### config.mk
export PLATFORM = sky130hd
export DESIGN_NAME = memory_access_flat
export DESIGN_NICKNAME = d
export VERILOG_FILES = /design/src/rtl/rv32i_pkg.sv /design/src/rtl/memory_access_if.sv /design/src/rtl/load_extract.sv /design/src/rtl/memory_access.sv /design/src/flat_wrapper.sv
export SDC_FILE = /design/constraint.sdc
export NUM_CORES = 1
export LEC_CHECK = 0
export ABC_AREA = 1
export ABC_CLOCK_PERIOD_IN_PS = 1150
export CAP_MARGIN = 20
export CORE_ASPECT_RATIO = 1.4
export CORE_MARGIN = 4
export CORE_UTILIZATION = 37
export DETAILED_ROUTE_END_ITERATION = 12
export PLACE_DENSITY = 0.77
export SYNTH_ARGS = -nofsm -noshare
export SYNTH_HDL_FRONTEND = slang
export SYNTH_SLANG_ARGS = --single-unit
### constraint.sdc
create_clock -name i_clk -period 1.15 [get_ports i_clk]
set_input_delay 0.1725 -clock i_clk [delete_from_list [all_inputs] [get_ports i_clk]]
set_output_delay 0.1725 -clock i_clk [all_outputs]
set_load 0.05 [all_outputs]
### src/rtl/rv32i_pkg.sv
// Shared RV32I memory-stage definitions: load/store funct3 encodings, the
// memory-access FSM state type and store lane-placement helpers.
package rv32i_pkg;

    localparam logic [2:0] F3_B  = 3'b000;
    localparam logic [2:0] F3_H  = 3'b001;
    localparam logic [2:0] F3_W  = 3'b010;
    localparam logic [2:0] F3_BU = 3'b100;
    localparam logic [2:0] F3_HU = 3'b101;

    typedef enum logic {
        MA_IDLE = 1'b0,
        MA_REQ  = 1'b1
    } ma_state_t;

    // Byte-lane enables for a store of the given size at the given byte offset.
    function automatic logic [3:0] store_be(input logic [2:0] f3, input logic [1:0] lo);
        case (f3)
            F3_B:    return 4'b0001 << lo;
            F3_H:    return lo[1] ? 4'b1100 : 4'b0011;
            default: return 4'b1111;
        endcase
    endfunction

    // Replicating the datum across the word puts it on every lane the be may pick.
    function automatic logic [31:0] store_wdata(input logic [2:0] f3, input logic [31:0] data);
        case (f3)
            F3_B:    return {4{data[7:0]}};
            F3_H:    return {2{data[15:0]}};
            default: return data;
        endcase
    endfunction

endpackage

### src/rtl/memory_access_if.sv
// Data-memory request/acknowledge bus between the memory-access stage (master)
// and the data memory (slave).
interface memory_access_if;
    logic        req;
    logic        we;
    logic [31:0] addr;
    logic [3:0]  be;
    logic [31:0] wdata;
    logic        ack;
    logic [31:0] rdata;

    modport master (output req, we, addr, be, wdata, input  ack, rdata);
    modport slave  (input  req, we, addr, be, wdata, output ack, rdata);
endinterface

### src/rtl/load_extract.sv
// Combinational load aligner: picks the addressed byte/half out of the raw read
// word and extends it. Subword selection only when MA_SUBWORD_EN is defined.
module load_extract
    import rv32i_pkg::*;
(
    input  logic [31:0] rdata_i,
    input  logic [1:0]  addr_lo_i,
    input  logic [2:0]  funct3_i,
    output logic [31:0] read_data_o
);

`ifdef MA_SUBWORD_EN
    logic [7:0]  lane [4];
    logic [7:0]  byte_sel;
    logic [15:0] half_sel;

    for (genvar gi = 0; gi < 4; gi++) begin : g_lane
        assign lane[gi] = rdata_i[8*gi +: 8];
    end

    assign byte_sel = lane[addr_lo_i];
    // Misaligned halves ignore addr bit 0 and take the half named by bit 1.
    assign half_sel = addr_lo_i[1] ? rdata_i[31:16] : rdata_i[15:0];

    always_comb begin
        read_data_o = '0;
        case (funct3_i)
            F3_B:    read_data_o = {{24{byte_sel[7]}}, byte_sel};
            F3_H:    read_data_o = {{16{half_sel[15]}}, half_sel};
            F3_W:    read_data_o = rdata_i;
            F3_BU:   read_data_o = {24'b0, byte_sel};
            F3_HU:   read_data_o = {16'b0, half_sel};
            default: read_data_o = '0;
        endcase
    end
`else
    logic unused_ok;
    assign unused_ok   = &{1'b0, addr_lo_i, funct3_i};
    assign read_data_o = rdata_i;
`endif

endmodule

### src/rtl/memory_access.sv
// RV32I memory-access pipeline stage: issues one data-memory request per
// load/store, stalls EX until acknowledged. MA_SUBWORD_EN enables byte/half access.
module memory_access
    import rv32i_pkg::*;
(
    input  logic        i_clk,
    input  logic        i_rst_n,

    input  logic        i_ex_valid,
    input  logic [31:0] i_ex_result,
    input  logic [31:0] i_ex_store_data,
    input  logic        i_ex_mem_read,
    input  logic        i_ex_mem_write,
    input  logic [2:0]  i_ex_funct3,
    input  logic        i_ex_mem_to_reg,
    input  logic [1:0]  i_ex_rw_sel,
    input  logic [31:0] i_ex_pc_plus_4,
    output logic        o_ex_stall,

    memory_access_if.master dmem,

    output logic        o_ma_valid,
    output logic        o_ma_mem_to_reg,
    output logic [1:0]  o_ma_rw_sel,
    output logic [31:0] o_ma_result,
    output logic [31:0] o_ma_read_data,
    output logic [31:0] o_ma_pc_plus_4
);

    ma_state_t   state_q, state_d;

    logic        accept;
    logic        is_mem;
    logic [3:0]  be_d;
    logic [31:0] wdata_d;
    logic [31:0] load_data;

    logic        ma_valid_q;
    logic        mem_to_reg_q;
    logic [1:0]  rw_sel_q;
    logic [31:0] result_q;
    logic [31:0] read_data_q;
    logic [31:0] pc_plus_4_q;
    logic        we_q;
    logic [31:0] addr_q;
    logic [3:0]  be_q;
    logic [31:0] wdata_q;
    logic        is_load_q;
    logic [2:0]  funct3_q;

    assign accept = (state_q == MA_IDLE) && i_ex_valid;
    assign is_mem = i_ex_mem_read | i_ex_mem_write;

    always_ff @(posedge i_clk or negedge i_rst_n) begin
        if (!i_rst_n) state_q <= MA_IDLE;
        else          state_q <= state_d;
    end

    always_comb begin
        state_d = state_q;
        case (state_q)
            MA_IDLE: if (accept && is_mem) state_d = MA_REQ;
            MA_REQ:  if (dmem.ack)         state_d = MA_IDLE;
            default:                       state_d = MA_IDLE;
        endcase
    end

    // A store wins when both mem_read and mem_write are asserted.
    always_comb begin
        be_d    = 4'b1111;
        wdata_d = '0;
`ifdef MA_SUBWORD_EN
        if (i_ex_mem_write) begin
            be_d    = store_be(i_ex_funct3, i_ex_result[1:0]);
            wdata_d = store_wdata(i_ex_funct3, i_ex_store_data);
        end
`else
        if (i_ex_mem_write) wdata_d = i_ex_store_data;
`endif
    end

    load_extract u_load_extract (
        .rdata_i     (dmem.rdata),
        .addr_lo_i   (result_q[1:0]),
        .funct3_i    (funct3_q),
        .read_data_o (load_data)
    );

    always_ff @(posedge i_clk or negedge i_rst_n) begin
        if (!i_rst_n) begin
            ma_valid_q   <= 1'b0;
            mem_to_reg_q <= 1'b0;
            rw_sel_q     <= '0;
            result_q     <= '0;
            read_data_q  <= '0;
            pc_plus_4_q  <= '0;
            we_q         <= 1'b0;
            addr_q       <= '0;
            be_q         <= '0;
            wdata_q      <= '0;
            is_load_q    <= 1'b0;
            funct3_q     <= '0;
        end else begin
            ma_valid_q <= 1'b0;
            if (accept) begin
                mem_to_reg_q <= i_ex_mem_to_reg;
                rw_sel_q     <= i_ex_rw_sel;
                result_q     <= i_ex_result;
                pc_plus_4_q  <= i_ex_pc_plus_4;
                read_data_q  <= '0;
                if (is_mem) begin
                    we_q      <= i_ex_mem_write;
                    addr_q    <= {i_ex_result[31:2], 2'b00};
                    be_q      <= be_d;
                    wdata_q   <= wdata_d;
                    is_load_q <= i_ex_mem_read & ~i_ex_mem_write;
                    funct3_q  <= i_ex_funct3;
                end else begin
                    ma_valid_q <= 1'b1;
                end
            end else if ((state_q == MA_REQ) && dmem.ack) begin
                ma_valid_q  <= 1'b1;
                read_data_q <= is_load_q ? load_data : 32'h0;
            end
        end
    end

    assign o_ex_stall  = (state_q == MA_REQ);
    assign dmem.req    = (state_q == MA_REQ);
    assign dmem.we     = we_q;
    assign dmem.addr   = addr_q;
    assign dmem.be     = be_q;
    assign dmem.wdata  = wdata_q;

    assign o_ma_valid      = ma_valid_q;
    assign o_ma_mem_to_reg = mem_to_reg_q;
    assign o_ma_rw_sel     = rw_sel_q;
    assign o_ma_result     = result_q;
    assign o_ma_read_data  = read_data_q;
    assign o_ma_pc_plus_4  = pc_plus_4_q;

endmodule

### src/flat_wrapper.sv
// flat-port wrapper written by rule: the top's interface ports become plain ports
module memory_access_flat import rv32i_pkg::*;
  (i_clk, i_rst_n, i_ex_valid, i_ex_result, i_ex_store_data, i_ex_mem_read, i_ex_mem_write, i_ex_funct3, i_ex_mem_to_reg, i_ex_rw_sel, i_ex_pc_plus_4, o_ex_stall, o_ma_valid, o_ma_mem_to_reg, o_ma_rw_sel, o_ma_result, o_ma_read_data, o_ma_pc_plus_4, dmem_req, dmem_we, dmem_addr, dmem_be, dmem_wdata, dmem_ack, dmem_rdata);
  memory_access_if dmem_i ();
  input  logic i_clk;
  input  logic i_rst_n;
  input  logic i_ex_valid;
  input  logic [31:0] i_ex_result;
  input  logic [31:0] i_ex_store_data;
  input  logic i_ex_mem_read;
  input  logic i_ex_mem_write;
  input  logic [2:0] i_ex_funct3;
  input  logic i_ex_mem_to_reg;
  input  logic [1:0] i_ex_rw_sel;
  input  logic [31:0] i_ex_pc_plus_4;
  output logic o_ex_stall;
  output logic o_ma_valid;
  output logic o_ma_mem_to_reg;
  output logic [1:0] o_ma_rw_sel;
  output logic [31:0] o_ma_result;
  output logic [31:0] o_ma_read_data;
  output logic [31:0] o_ma_pc_plus_4;
  output wire logic [$bits(dmem_i.req)-1:0] dmem_req;
  output wire logic [$bits(dmem_i.we)-1:0] dmem_we;
  output wire logic [$bits(dmem_i.addr)-1:0] dmem_addr;
  output wire logic [$bits(dmem_i.be)-1:0] dmem_be;
  output wire logic [$bits(dmem_i.wdata)-1:0] dmem_wdata;
  input wire logic [$bits(dmem_i.ack)-1:0] dmem_ack;
  input wire logic [$bits(dmem_i.rdata)-1:0] dmem_rdata;
  assign dmem_req = dmem_i.req;
  assign dmem_we = dmem_i.we;
  assign dmem_addr = dmem_i.addr;
  assign dmem_be = dmem_i.be;
  assign dmem_wdata = dmem_i.wdata;
  assign dmem_i.ack = dmem_ack;
  assign dmem_i.rdata = dmem_rdata;
  memory_access u_core (.i_clk(i_clk), .i_rst_n(i_rst_n), .i_ex_valid(i_ex_valid), .i_ex_result(i_ex_result), .i_ex_store_data(i_ex_store_data), .i_ex_mem_read(i_ex_mem_read), .i_ex_mem_write(i_ex_mem_write), .i_ex_funct3(i_ex_funct3), .i_ex_mem_to_reg(i_ex_mem_to_reg), .i_ex_rw_sel(i_ex_rw_sel), .i_ex_pc_plus_4(i_ex_pc_plus_4), .o_ex_stall(o_ex_stall), .dmem(dmem_i), .o_ma_valid(o_ma_valid), .o_ma_mem_to_reg(o_ma_mem_to_reg), .o_ma_rw_sel(o_ma_rw_sel), .o_ma_result(o_ma_result), .o_ma_read_data(o_ma_read_data), .o_ma_pc_plus_4(o_ma_pc_plus_4));
endmodule
### After elaboration in Yosys (flattened, before gate mapping)

Cells that the tools add are included.

| storage, ports and cells | value |
|---|---|
| flip-flop bits (word level) | 166 |
| bits of input ports | 140 |
| output and inout port bits | 171 |
| logic and storage cells | 31 |

| operators by class | value |
|---|---|
| mux-type cells | 10 |
| bitwise logic cells | 4 |
| reduce and logical (&&, ||, !) cells | 5 |

Operators with widths:

| cell | count |
|---|---|
| $mux 32 | 4 |
| $mux 1 | 5 |
| $logic_and 1x1->1 | 3 |
| $not 1->1 | 2 |
| $pmux 1 s2 | 1 |
| $reduce_and 2->1 | 1 |
| $reduce_bool 2->1 | 1 |
| $and 1x1->1 | 1 |
| $or 1x1->1 | 1 |

### Longest topological paths before layout

Gate-level depths: netlist (run 1).

| depth | value |
|---|---|
| depth in word-level cells | 5 |
| gate-level depth with buffers | 8 |
| depth with buffers taken out | 5 |

### By module

A second synthesis (run 1) with hierarchy kept.

| unflattened totals | value |
|---|---|
| cells, all modules | 766 |
| area, all modules | 6796.5 um^2 |

By module, submodules not included:

| module | times used | cells each | area each (um^2) | sequential area each (um^2) |
|---|---|---|---|---|
| memory_access | 1 | 734 | 6556.3 | 4229.1 |
| load_extract | 1 | 32 | 240.2 | 0.0 |

### Worst setup path after synthesis (run 1)

OpenSTA, ideal clock, no wires.

| timing path | value |
|---|---|
| path kind | register to register |
| start | register u_core.state_q, in the netlist u_core.dmem.req |
| end | register u_core.addr_q[10], in the netlist u_core.dmem.addr[10] |
| data arrival time | 1.324 ns |
| path slack | -0.293 ns |
| stages on the path, launching flop included | 7 |
| buffers on the path | 2 |
| clock period less this slack | 1.443 ns |
| cell sequence | dfrtp_1 nor2_4 nand2_1 buf_6 buf_4 nand2_1 nand2_1 |

| between the ends | value |
|---|---|
| cells in the longest elaborated chain, start to end | 3 |

Ends and longest elaborated chain:

| item | RTL line | text |
|---|---|---|
| from (decl) | memory_access.sv:30 | `ma_state_t state_q, state_d;` |
| from (signal assigned) | memory_access.sv:56 | `else state_q <= state_d;` |
| $not 1->1 | memory_access.sv:51 | `assign accept = (state_q == MA_IDLE) && i_ex_valid;` |
| $logic_and 1x1->1 | memory_access.sv:51 |  |
| $reduce_and 2->1 (no line) | - |  |
| to (signal assigned) | memory_access.sv:113 | `addr_q <= {i_ex_result[31:2], 2'b00};` |
| to (decl) | memory_access.sv:45 | `logic [31:0] addr_q;` |

Every way passes these cells.
A chain may end at the register's enable or synchronous reset.

### Final worst setup path (run 1)

| timing path | value |
|---|---|
| start | register u_core.state_q, in the netlist u_core.dmem.req |
| end | register u_core.addr_q[14], in the netlist u_core.dmem.addr[14] |

Same word-level chain as after synthesis.

==> impl_metrics.json, run 1 <==
{
  "status": "complete, but fails checks",
  "violations": "negative setup slack",
  "design.die.area_um2": 19700,
  "yosysTopAreaCell": "dfrtp_1",
  "final.setup_skew_ns": 0.00951,
  "drt_first_pass_iters": 4,
  "insertedDiodeCount": 0,
  "ys_top_cells_by_area": "dfrtp_1 (64%), nand2_1 (23%), nand3_1 (7.4%)",
  "start_util_pct": 38.1,
  "achievable_clock_frequency_ghz": 0.771,
  "synthesis.yosys.warnings": 0,
  "drcViolationCount": 0,
  "clk_path_buf_depth": 2,
  "synth_area_per_cell_um2": 8.94,
  "number_of_routed_nets_with_antenna_violations": 0,
  "layout.cells.non_filler": 1311,
  "rsz_0062_raised_after_global_routing": "true",
  "cpLargestDelayFamily": "buffers and inverters",
  "tritoncts.num_buffers": 17,
  "min_period_over_period_pct": 113,
  "final_period_minus_worst_setup_slack_ns": 1.30,
  "path_cells": "buf_12, nor2_4, buf_12, buf_4, nand3_1, nand2_1",
  "startpoint_kind_of_the_worst_setup_timing_path": "register",
  "clk_pin_slew_worst_paths_ns": 0.07,
  "vias_per_cell": 4.74,
  "deepest_level_of_the_cts_h_tree": 4,
  "finalWirelength_mm": 23.3,
  "clkLatencyLatePin_ns": 0.42,
  "top_cells_by_count_synth": "nand2_1 (398), dfrtp_1 (166), nand3_1 (96)",
  "worst_hold_path_type": "in2async",
  "avg_wl_per_cell_um": 17.8,
  "cp_common_cell": "buf_12",
  "synth_top_area_share_pct": 64.4,
  "design.portCount": 311,
  "cts_num_sinks": 166,
  "power_leakage_nw": 6.30,
  "place.detailed.hpwl_mm": 17.3,
  "number_of_distinct_library_cells_after_synthesis": 15,
  "criticalPathCategory": "reg2reg",
  "max-cap-violations": 0,
  "synthFlopType": "dfrtp_1",
  "tritoncts": "yes",
  "port_buffers": 305,
  "cp_slowest_stage_delay_ns": 0.43,
  "fin_nets": 1206,
  "final.setup.worst_slack_ns": -0.147,
  "postSynthCellCount": 722,
  "critical_path_arrival_ns": 1.65,
  "share_of_post_route_cells_with_drive_strength_above_1_pct": 26.2,
  "track_usage_pct": 23.7,
  "grt_pass1_vias": 6529,
  "worstPathMaxFanout": 11,
  "worst-endpoint-required_ns": 1.50,
  "first_pass_grt_wire_length_mm": 36.2,
  "vias": 6218,
  "place_ws_ns": -0.389,
  "final_hold_vios": 0,
  "cp_slowest_cell": "dfrtp_2",
  "die_x_um": 120,
  "chipHeight_um": 164,
  "grt_overflow": 0,
  "irDropWorstVdd_uv": 1330,
  "clk_root_buffer_cell": "clkbuf_16",
  "cp-end-kind": "register",
  "detail_route.iter0.violations": 359,
  "dp.cells": 1246,
  "synthToLayoutAreaGrowth_pct": 95.4,
  "worst-path-buf-inv": 3,
  "placeableCoreArea_um2": 17000,
  "async_reset_ff_share_pct": 100,
  "number_of_enable_flip_flop_cells_after_synthesis": 0,
  "grt_antenna_before_repair": 1,
  "cellPowerDensity_nw_per_um2": 1930,
  "postSynthRegisterBits": 166,
  "timing_max_transition_violations_final": 0,
  "report.final.setup_viol": 301,
  "synth.yosys.seq_area_share_pct": 64.4,
  "row_count": 56,
  "yosysMostFrequentCell": "nand2_1",
  "grt_start_max_net_pins": 41,
  "place.gp.congestion": 0.850,
  "synthesis.area_um2": 6450
}
## worst paths after layout
| check | depth (start not counted) | slack [ns] | endpoint | startpoint |
|---|---|---|---|---|
| worst max-delay path | 6 | -0.15 | u_core.dmem.addr[14] | u_core.dmem.req |
| worst min-delay path | 2 | 0.24 | u_core.dmem.wdata[13] | i_rst_n |
| worst max register to register | 6 | -0.15 | u_core.dmem.addr[14] | u_core.dmem.req |
| worst min register to register | 2 | 0.49 | u_core.is_load_q | u_core.is_load_q |
| max in group asynchronous | 3 | 0.33 | u_core.dmem.wdata[28] | i_rst_n |
| min in group i_clk | 3 | 0.29 | u_core.o_ma_pc_plus_4[10] | i_ex_pc_plus_4[10] |
## worst reg2reg max path, stage by stage, from the launching register on
cell and delay [ns]:
dfrtp_2 0.43, buf_12 0.14, nor2_4 0.14, buf_12 0.19, buf_4 0.16, nand3_1 0.09
nand2_1 0.08
## layer usage
layer	wire (µm)	track usage, %	vias up
li1	-	-	2926
met1	8360	26.1	3008
met2	12800	43.6	241
met3	1400	6.06	41
met4	723	9.07	2
met5	8	0	-
## through the flow
stage | power [mW] | util [%] | TNS, ns | cell area, µm² | hold WS [ns]
2_1_floorplan | 12.4 | - | -11.77 | 6500 | -0.123
5_1_grt | 25.2 | 74.4 | -32.76 | 12600 | 0.268
6_report | 24.3 | 74.4 | -15.34 | 12600 | 0.240
4_1_cts | 24.5 | 74.3 | -19.62 | 12600 | 0.230
3_3_place_gp | 18.5 | 69.2 | -47.98 | 11700 | 0.114
3_5_place_dp | 18.7 | 69.2 | -51.76 | 11700 | 0.113
## logic make-up (layout without fill, tap and decap cells)
| family | Yosys count | count (layout) | synth area share, % |
|---|---|---|---|
| compound gates | 1 | 1 | 0.0775 |
| buf+inv | 56 | 412 | 4.46 |
| flops | 166 | 166 | 64.4 |
| other cells | 1 | 2 | 0.0581 |
| simple gates | 498 | 498 | 31.1 |
## power breakdown
| group | switching, mW | internal (mW) | leakage (nW) |
|---|---|---|---|
| registers | 1.13 | 6.86 | 2.10 |
| logic | 5.69 | 5.19 | 3.92 |
| clock network | 2.50 | 2.95 | 0.275 |
## area by class of cell
| type | count | area [µm²] |
|---|---|---|
| clock buffers | 19 | 453 |
| clock inverters | 13 | 113 |
| fillers | 1099 | 4350 |
| inverters | 6 | 25.0 |
| multi-input cells | 501 | 2050 |
| flip-flops and latches | 166 | 4160 |
| well taps | 232 | 290 |
| repair buffers | 374 | 5520 |
## repair_timing
| item | CTS | global route |
|---|---|---|
| gates resized for setup | 7 | 5 |
| hold buffers | 1 | 0 |
| pin swaps | 3 | 2 |
| buffers inserted | 32 | 0 |
| hold endpoints to repair | 64 | 0 |
| endpoints found under the setup margin | 251 | 335 |
## layout by cell type (no fill, tap or decap), types with 2 or more instances in the layout
cell type | synthesis | layout
buf_12 | 0 | 188
buf_4 | 12 | 44
buf_6 | 1 | 6
clkbuf_16 | 0 | 17
clkbuf_8 | 0 | 2
clkdlybuf4s50_1 | 0 | 135
clkinv_4 | 0 | 3
clkinvlp_4 | 0 | 2
conb_1 | 1 | 2
dfrtp_1 | 166 | 164
dfrtp_2 | 0 | 2
inv_1 | 4 | 4
inv_6 | 0 | 5
inv_8 | 0 | 2
nand2_1 | 398 | 394
nand2_2 | 2 | 5
nand3_1 | 96 | 95
nor2_4 | 1 | 2
(Power assumes the default switching activity.)
==> inputs of run 2 (changes only) <==
--- a/config.mk
+++ b/config.mk
@@ -11,6 +11,7 @@
 export CORE_ASPECT_RATIO = 1.4
 export CORE_MARGIN = 4
 export CORE_UTILIZATION = 37
+export CTS_CLUSTER_SIZE = 28
 export DETAILED_ROUTE_END_ITERATION = 12
 export PLACE_DENSITY = 0.77
 export SYNTH_ARGS = -nofsm -noshare
==> results of run 2 <==
Final layout, timing and power as in run 1 (identical DEF).
